[config.mk]
export PLATFORM = sky130hd
export DESIGN_NAME = display_arbiter
export DESIGN_NICKNAME = d
export VERILOG_FILES = /design/src/rtl/disp_pkg.sv /design/src/rtl/disp_rr_pick.sv /design/src/rtl/display_arbiter.sv
export SDC_FILE = /design/constraint.sdc
export NUM_CORES = 1
export LEC_CHECK = 0
export ABC_CLOCK_PERIOD_IN_PS = 3600
export BUFFER_PORTS_ARGS = -buffer_cell sky130_fd_sc_hd__buf_2
export CORE_AREA = 4 4 111 113
export CTS_CLUSTER_DIAMETER = 120
export DETAILED_ROUTE_END_ITERATION = 16
export DIE_AREA = 0 0 115 117
export HOLD_SLACK_MARGIN = 0.02
export PLACE_DENSITY = 0.76
export SYNTH_ARGS = -nofsm -noshare
export SYNTH_HDL_FRONTEND = slang
export SYNTH_SLANG_ARGS = --single-unit
[constraint.sdc]
create_clock -name clk_main -period 3.6 [get_ports clk_main]
set_input_delay 0.9 -clock clk_main [delete_from_list [all_inputs] [get_ports clk_main]]
set_output_delay 0.9 -clock clk_main [all_outputs]
set_load 0.02 [all_outputs]
[src/rtl/disp_pkg.sv]
// rtl/disp_pkg.sv - shared types, widths and helpers for the display arbiter
package disp_pkg;

    typedef enum logic {
        IDLE = 1'b0,
        HOLD = 1'b1
    } arb_state_t;

    localparam int DISP_DATA_W = 16;
    localparam int DIGITS      = 4;
    localparam int DIGIT_W     = 4;

    // Leading-zero blank mask: a digit is blanked only when it and every
    // more-significant digit are zero. The least-significant digit always shows.
    function automatic logic [DIGITS-1:0] lz_blank(input logic [DISP_DATA_W-1:0] word);
        logic [DIGITS-1:0] mask;
        mask    = '0;
        mask[3] = (word[15:12] == 4'h0);
        mask[2] = mask[3] && (word[11:8] == 4'h0);
        mask[1] = mask[2] && (word[7:4] == 4'h0);
        mask[0] = 1'b0;
        return mask;
    endfunction

endpackage

[src/rtl/disp_rr_pick.sv]
// rtl/disp_rr_pick.sv - combinational round-robin pick among requesters
//
// Ports:
//   req        in   N_REQ  request levels
//   rr_ptr     in   PW     index searched first
//   exclude    in   N_REQ  requesters removed from the search
//   winner     out  N_REQ  one-hot winner (0 when none)
//   winner_idx out  PW     winner index
//   any        out  1      a winner exists
module disp_rr_pick #(
    parameter int N_REQ = 4,
    parameter int PW    = (N_REQ > 1) ? $clog2(N_REQ) : 1
) (
    input  logic [N_REQ-1:0] req,
    input  logic [PW-1:0]    rr_ptr,
    input  logic [N_REQ-1:0] exclude,
    output logic [N_REQ-1:0] winner,
    output logic [PW-1:0]    winner_idx,
    output logic             any
);

    localparam logic [PW:0] NR = (PW+1)'(N_REQ);

    logic [PW:0]   sum;
    logic [PW-1:0] k;

    always_comb begin
        winner     = '0;
        winner_idx = '0;
        any        = 1'b0;
        sum        = '0;
        k          = '0;
        for (int i = 0; i < N_REQ; i++) begin
            // Walk rr_ptr, rr_ptr+1, ... modulo N_REQ; first eligible wins.
            sum = {1'b0, rr_ptr} + (PW+1)'(i);
            if (sum >= NR) begin
                sum = sum - NR;
            end
            k = sum[PW-1:0];
            if (!any && req[k] && !exclude[k]) begin
                any        = 1'b1;
                winner[k]  = 1'b1;
                winner_idx = k;
            end
        end
    end

endmodule

[src/rtl/display_arbiter.sv]
// rtl/display_arbiter.sv - round-robin owner arbitration and digit scan for a 4-digit display
//
// Optional feature macro: DISP_LZ_BLANK_EN (leading-zero blank mask on blank).
//
// Ports:
//   clk_main   in   1         system clock, rising edge
//   rst_n      in   1         asynchronous active-low reset
//   req        in   N_REQ     per-requester request level
//   data_in    in   16*N_REQ  requester i word at [16*i+15:16*i]
//   grant      out  N_REQ     one-hot owner, registered
//   disp_data  out  16        displayed word, registered
//   disp_valid out  1         disp_data belongs to a current owner
//   scan_tick  out  1         1-cycle pulse every SCAN_DIV cycles
//   digit_sel  out  2         digit index, advances on scan_tick
//   blank      out  4         per-digit blank mask
module display_arbiter
    import disp_pkg::*;
#(
    parameter int N_REQ    = 4,
    parameter int HOLD_CYC = 50_000_000,
    parameter int SCAN_DIV = 50_000
) (
    input  logic                       clk_main,
    input  logic                       rst_n,
    input  logic [N_REQ-1:0]           req,
    input  logic [DISP_DATA_W*N_REQ-1:0] data_in,
    output logic [N_REQ-1:0]           grant,
    output logic [DISP_DATA_W-1:0]     disp_data,
    output logic                       disp_valid,
    output logic                       scan_tick,
    output logic [1:0]                 digit_sel,
    output logic [DIGITS-1:0]          blank
);

    localparam int PW = $clog2(N_REQ);
    localparam int DW = $clog2(HOLD_CYC);
    localparam int SW = $clog2(SCAN_DIV);

    localparam logic [DW-1:0] DWELL_RELOAD = DW'(HOLD_CYC - 1);
    localparam logic [SW-1:0] SCAN_LAST    = SW'(SCAN_DIV - 1);
    localparam logic [PW-1:0] LAST_IDX     = PW'(N_REQ - 1);

    arb_state_t              state, state_n;
    logic [PW-1:0]           rr_ptr, rr_ptr_n;
    logic [PW-1:0]           owner, owner_n;
    logic [DW-1:0]           dwell, dwell_n;
    logic [N_REQ-1:0]        grant_n;
    logic                    valid_n;
    logic [DISP_DATA_W-1:0]  data_n;
    logic [SW-1:0]           scan_cnt;

    logic [N_REQ-1:0]        exclude;
    logic [N_REQ-1:0]        pick_winner;
    logic [PW-1:0]           pick_idx;
    logic                    pick_any;
    logic                    take;

    logic [DISP_DATA_W-1:0]  words [N_REQ];

    for (genvar g = 0; g < N_REQ; g++) begin : g_words
        assign words[g] = data_in[DISP_DATA_W*g +: DISP_DATA_W];
    end

    disp_rr_pick #(
        .N_REQ (N_REQ),
        .PW    (PW)
    ) u_pick (
        .req        (req),
        .rr_ptr     (rr_ptr),
        .exclude    (exclude),
        .winner     (pick_winner),
        .winner_idx (pick_idx),
        .any        (pick_any)
    );

    always_comb begin
        state_n  = state;
        grant_n  = grant;
        owner_n  = owner;
        dwell_n  = dwell;
        rr_ptr_n = rr_ptr;
        valid_n  = disp_valid;
        data_n   = disp_data;
        exclude  = '0;
        take     = 1'b0;

        case (state)
            IDLE: begin
                if (pick_any) begin
                    take = 1'b1;
                end
            end
            HOLD: begin
                // The owner never competes with itself; on a drop its req is
                // already 0, so the mask only matters at dwell expiry.
                exclude = grant;
                if (!req[owner]) begin
                    if (pick_any) begin
                        take = 1'b1;
                    end else begin
                        state_n = IDLE;
                        grant_n = '0;
                        valid_n = 1'b0;
                    end
                end else if (dwell == '0) begin
                    if (pick_any) begin
                        take = 1'b1;
                    end else begin
                        dwell_n = DWELL_RELOAD;
                        data_n  = words[owner];
                    end
                end else begin
                    dwell_n = dwell - 1'b1;
                    data_n  = words[owner];
                end
            end
            default: begin
                state_n = IDLE;
            end
        endcase

        if (take) begin
            state_n  = HOLD;
            grant_n  = pick_winner;
            owner_n  = pick_idx;
            dwell_n  = DWELL_RELOAD;
            rr_ptr_n = (pick_idx == LAST_IDX) ? '0 : pick_idx + 1'b1;
            valid_n  = 1'b1;
            data_n   = words[pick_idx];
        end
    end

    always_ff @(posedge clk_main or negedge rst_n) begin
        if (!rst_n) begin
            state      <= IDLE;
            rr_ptr     <= '0;
            owner      <= '0;
            dwell      <= '0;
            grant      <= '0;
            disp_data  <= '0;
            disp_valid <= 1'b0;
        end else begin
            state      <= state_n;
            rr_ptr     <= rr_ptr_n;
            owner      <= owner_n;
            dwell      <= dwell_n;
            grant      <= grant_n;
            disp_data  <= data_n;
            disp_valid <= valid_n;
        end
    end

    // Free-running scan divider, independent of arbitration.
    always_ff @(posedge clk_main or negedge rst_n) begin
        if (!rst_n) begin
            scan_cnt  <= '0;
            scan_tick <= 1'b0;
            digit_sel <= 2'd0;
        end else if (scan_cnt == SCAN_LAST) begin
            scan_cnt  <= '0;
            scan_tick <= 1'b1;
            digit_sel <= digit_sel + 2'd1;
        end else begin
            scan_cnt  <= scan_cnt + 1'b1;
            scan_tick <= 1'b0;
        end
    end

`ifdef DISP_LZ_BLANK_EN
    always_ff @(posedge clk_main or negedge rst_n) begin
        if (!rst_n) begin
            blank <= '0;
        end else begin
            blank <= valid_n ? lz_blank(data_n) : '0;
        end
    end
`else
    assign blank = '0;
`endif

endmodule

==> metrics.cfg, run 1 <==
[route]
drt_iter0_markers=360
firstDrtPassIters=5
ant_nets=0
post-route-drc-count=0
vias=4149
vias_per_cell=5.87
wl_per_cell_um=17.8
drt-total-wl_um=12600

[final_layout]
ff_latch_area_um2=1780
drive_above_1_share_pct=33.5
finalCoreUtilization_pct=50.7
fill_cells=1052
final_net_count=640
n_antenna_cell=0
multi_input_area_um2=2870
syn_to_final_growth_pct=18.3

[clock_network]
cts_sinks=71
cts_made_buffers=9
h-tree-depth=3
path_clk_slew_ns=0.06
post_cts_resized=0
post_cts_buffers=0
cts_hold_buf=0
cts_max_path_buffers=2
cts_root_buf=clkbuf_16
cts_tree=built
clk_latency_ns=0.33

[floorplanning]
rows=39
die_h_um=117
io_pins=98
core_um2=11300
die_width_um=115
initial_core_util_pct=42.9
die-area_um2=13500

[timing]
fmax_mhz=333
hold-worst-slack_ns=0.481
fin_worst_skew_ns=0.00638
fin_setup_tns_ns=0
timing.final.crit_share_pct=83.4
worst_slew_pin_slew_ns=0.775
finalSetupViolations=0
setup_ws_ns=0.596
final_max_slew_viol_count=0
grt_setup_unrepaired=false
hold_viol=0
max_slew_margin_pct=48.3
period_needed_ns=3.00

[placed_design]
io_buffers=93
dpl.hpwl_um=9230
dp_slack_ns=0.353
gp_congestion=0.904

[status]
status=completed

[synthesis]
synth-main-ff-cell=dfrtp_1
yosys_warnings=0
synth_common_cells=dfrtp_1 (71), nand2_1 (47), mux2i_1 (37), nor2_1 (34), o21ai_0 (21)
synth_cells=469
synth-seq-cells=71
syn_avg_cell_area_um2=10.3
synth_edf_count=0
yosysSeqAreaShare_pct=36.6
yosys.area.top_type=dfrtp_1
async_flop_share_pct=100
yosysTopAreaCellShare_pct=36.6
syn_area_um2=4850
yosysMostFrequentCell=dfrtp_1
yosysUniqueCellTypes=63
synth_area_leaders=dfrtp_1 (37%), mux4_2 (8.8%), mux2i_1 (7.6%)

[global_route]
grt_antenna_before_repair=0
grt.total_usage_pct=19.8
grt_pass1_wl_um=21400
grt_max_degree=37
grt_remaining_overflow=0
grt_pass1_vias=4384

[worst_setup_path]
arrival_ns=3.22
crit_type=flip-flop to flip-flop
slowest_delay_ns=0.48
cp_max_fo=16
worst_setup_path_end_kind=flip-flop
crit_required_ns=3.82
start_kind=flip-flop
crit_path_cell_trace=inv_1 > ha_1 > or3_1 > a21boi_1 > o31a_1 > nand2b_1 > buf_4 > o21ai_1 > o22a_1
slowest_stage=dfrtp_1

[power_and_ir_drop]
p_leak_uw=0.00255
ir_worst_vdd_mv=0.767
pwr_density_cell_nw_per_um2=852

[worst_hold_path]
hold_class=flip-flop to flip-flop

[flow_run]
cap_viol_max_count=0

-- worst max-delay path, delay by kind of cell, from the launching register on --
family | cells | cell delay (ns)
buffers and inverters | 2 | 0.49
adder cells (fa/ha/maj) | 1 | 0.38
AND/OR/NAND/NOR | 2 | 0.55
flip-flops | 1 | 0.48
AO/OA/AOI/OAI | 4 | 0.98
-- path summary, 6_finish.rpt --
path | startpoint | endpoint | slack [ns] | cells past startpoint
min in group asynchronous | rst_n | scan_cnt[5] | 0.64 | 1
setup / recovery | rr_ptr[1] | disp_data[6] | 0.60 | 9
hold reg to reg | scan_cnt[0] | scan_cnt[0] | 0.48 | 1
max in group asynchronous | rst_n | grant[2] | 2.19 | 2
hold / removal | scan_cnt[0] | scan_cnt[0] | 0.48 | 1
setup reg to reg | rr_ptr[1] | disp_data[6] | 0.60 | 9
-- layer usage --
layer / wire, um / track usage (%)
met3: 551 / 3.50
met5: 0 / 0
met2: 6620 / 35.0
met4: 142 / 6.18
met1: 5250 / 24.7
-- area by class of cell --
type / instances / area share, %
Multi-Input combinational cell: 362 / 50.0
Tap cell: 143 / 3.12
Sequential cell: 71 / 31.0
Clock inverter: 7 / 1.40
Timing Repair Buffer: 106 / 10.0
Clock buffer: 9 / 3.92
Inverter: 9 / 0.589
-- kinds of logic after synthesis --
logic type / after synthesis / synth area share, %
AND/OR/NAND/NOR: 154 / 16.3
buffers and inverters: 39 / 4.74
AO/OA/AOI/OAI: 114 / 18.8
XOR/XNOR: 21 / 3.79
other: 1 / 0.0773
flip-flops: 71 / 36.6
multiplexers: 58 / 16.9
adder cells (fa/ha/maj): 11 / 2.84
-- cell usage in the layout (no fill, tap or decap), types with 7 or more instances in the layout --
master	count
nand2_1	47
buf_2	93
nor3_1	11
and3_1	13
a21oi_2	15
o221ai_2	13
a21oi_1	13
inv_1	8
o21ai_0	21
mux4_2	19
xnor2_1	11
clkbuf_16	9
buf_4	12
xor2_1	10
nand2b_1	7
ha_1	11
dfrtp_1	71
nor2_1	34
o21ai_1	9
mux2i_1	37
nand3_1	12
-- stage by stage --
stage | std cells | power [uW] | area [um^2]
detailed placement | 691 | 3980 | 5430
CTS | 707 | 4900 | 5740
floorplan | 472 | 3390 | 4860
global route | 707 | 5210 | 5740
finish | 707 | 4890 | 5740
global placement | 691 | 3860 | 5430
-- report_power, final --
group	leakage, uW	switching [uW]	internal (uW)	total (uW)
logic	0.00158	1590	1270	2860
registers	0.000837	156	967	1120
clock network	0.000136	365	543	908
-- sequential cells by signal, indices dropped and copies added (netlist names) --
name / cells
digit_sel: 2
scan_tick: 1
dwell: 26
rr_ptr: 2
state: 1
disp_valid: 1
disp_data: 16
grant: 4
scan_cnt: 16
owner: 2
No activity file was read; power rests on OpenSTA's default activity.
==> inputs of run 2 (changes only) <==
ABC_CLOCK_PERIOD_IN_PS = 2700   (was 3600)
PLACE_DENSITY = 0.78   (was 0.76)
clock period = 2.7 ns   (was 3.6 ns; I/O delays follow)
==> run 2 against run 1 <==
Critical path type unchanged; via count grew 4.3%; sequential cell count stayed put; highest routed layer unchanged; setup slack lost 0.51 ns.
==> metrics.cfg, run 2 (synthesized netlist as in run 1, its figures left out) <==
[status]
status=completed

[floorplanning]
initial_core_util_pct=42.9
die_h_um=117
rows=39
die-area_um2=13500
die_width_um=115
core_um2=11300
io_pins=98

[route]
firstDrtPassIters=6
drt-total-wl_um=13500
vias=4326
post-route-drc-count=0
wl_per_cell_um=18.2
ant_nets=0
drt_iter0_markers=318
vias_per_cell=5.85

[placed_design]
io_buffers=93
dp.cells=717
dpl.hpwl_um=9520
gp_congestion=0.885

[clock_network]
cts_root_buf=clkbuf_16
cts_hold_buf=0
clk_latency_ns=0.34
cts_tree=built
path_clk_slew_ns=0.06
cts_sinks=71
h-tree-depth=3
cts_made_buffers=9
cts_max_path_buffers=2

[global_route]
grt_pass1_wl_um=21900
use_met2_pct=35.7
grt_pass1_vias=4604
grt_remaining_overflow=0
grtUsageMet3_pct=4.73
grt.total_usage_pct=20.2
gr-max-usage-layer=met2
grt_antenna_before_repair=0
grt_use_met1_pct=24.4
grt_max_degree=44

[power_and_ir_drop]
p_total_uw=7330
p_leak_uw=0.00276
ir_worst_vdd_mv=0.681
pwr_density_cell_nw_per_um2=1200

[timing]
period_needed_ns=2.62
fin_worst_skew_ns=0.0115
finalSetupViolations=0
hold_viol=0
final_max_slew_viol_count=0
timing.final.crit_share_pct=96.9
hold-worst-slack_ns=0.368
worst_slew_pin_slew_ns=0.667
max_slew_margin_pct=55.5
fmax_mhz=382

[worst_setup_path]
cp_common_cell=or4_4
arrival_ns=2.88
crit_path_cell_trace=or4_4 > or4_4 > and4bb_1 > nor2_2 > a21oi_4 > nand2b_4 > buf_12 > o21ai_1 > o22a_1
slowest_delay_ns=0.56
crit_required_ns=2.97
worst_setup_path_end_kind=flip-flop
slowest_stage=or4_4
crit_type=flip-flop to flip-flop
reg2reg_slack_ns=0.08
cp_max_fo=9
start_kind=flip-flop

[final_layout]
layout_commonest_cell=buf_2
largest_reg_flops=26
reg_top3=dwell x26, disp_data x16, scan_cnt x16
stdcell_count=739
syn_to_final_growth_pct=25.8
drive_above_1_share_pct=38.4
regMostFlops=dwell
final_net_count=672
finalCoreUtilization_pct=53.9
n_antenna_cell=0
layout_common_cells=buf_2 (93), dfrtp_1 (70), nand2_1 (47), buf_4 (37)

[worst_hold_path]
hold_class=input port to async pin

[flow_run]
cap_viol_max_count=0

[run 2: changes by cell type in the layout (fill, tap and decap cells not counted), sizes merged]
cell / delta
clkinv: +1
clkbuf: +3
nand2: +1
clkinvlp: -3
buf: +30
[run 2: path summary, 6_finish.rpt]
check,start,endpoint,cells after the start
setup / recovery,dwell[8],disp_data[2],9
hold / removal,rst_n,scan_cnt[4],1
setup reg to reg,dwell[8],disp_data[2],9
hold reg to reg,scan_cnt[0],scan_cnt[0],1
max in group asynchronous,rst_n,state,2
min in group clk_main,scan_cnt[0],scan_cnt[0],1
[run 2: critical path: cells and delay by family, from the launching register on]
family / cells / cell delay, ns
AO/OA/AOI/OAI: 3 / 0.52
buffers and inverters: 1 / 0.16
flip-flops: 1 / 0.38
AND/OR/NAND/NOR: 5 / 1.51
[run 2: stage by stage]
step	setup TNS, ns	worst slack (ns)	area [um^2]
3_5_place_dp	-2.46	-0.217	5670
3_3_place_gp	-1.07	-0.0907	5670
2_1_floorplan	0	0.0103	4870
6_report	0	0.0829	6110
5_1_grt	-0.00783	-0.00783	6110
4_1_cts	0	0.0363	5990
[run 2: area by class of cell]
type	count	area, um^2
fillers	976	5220
multi-input cells	363	2920
inverters	9	35.0
clock buffers	11	253
well taps	143	179
flip-flops and latches	71	1780
clock inverters	5	63.8
repair buffers	137	875
[run 2: report_power, final]
| part | total, uW | internal (uW) | switching, uW | leakage [uW] |
|---|---|---|---|---|
| combinational | 4610 | 2230 | 2380 | 0.00177 |
| clock | 1240 | 773 | 464 | 0.000153 |
| sequential | 1480 | 1290 | 188 | 0.000837 |
[run 2: routing by layer]
metal  vias to the layer above  part of all wire (%)
li1                       1990                     -
met1                      2138                    41
met4                         0                   1.7
met5                         -                     0
met3                        22                   6.1
met2                       176                    51
[run 2: repair_timing]
item | 4_1_cts | 5_1_grt
cloned | 0 | 2
buffers inserted | 0 | 4
pin swaps | 0 | 4
setup endpoints to repair | 17 | 29
resized for setup | 1 | 13
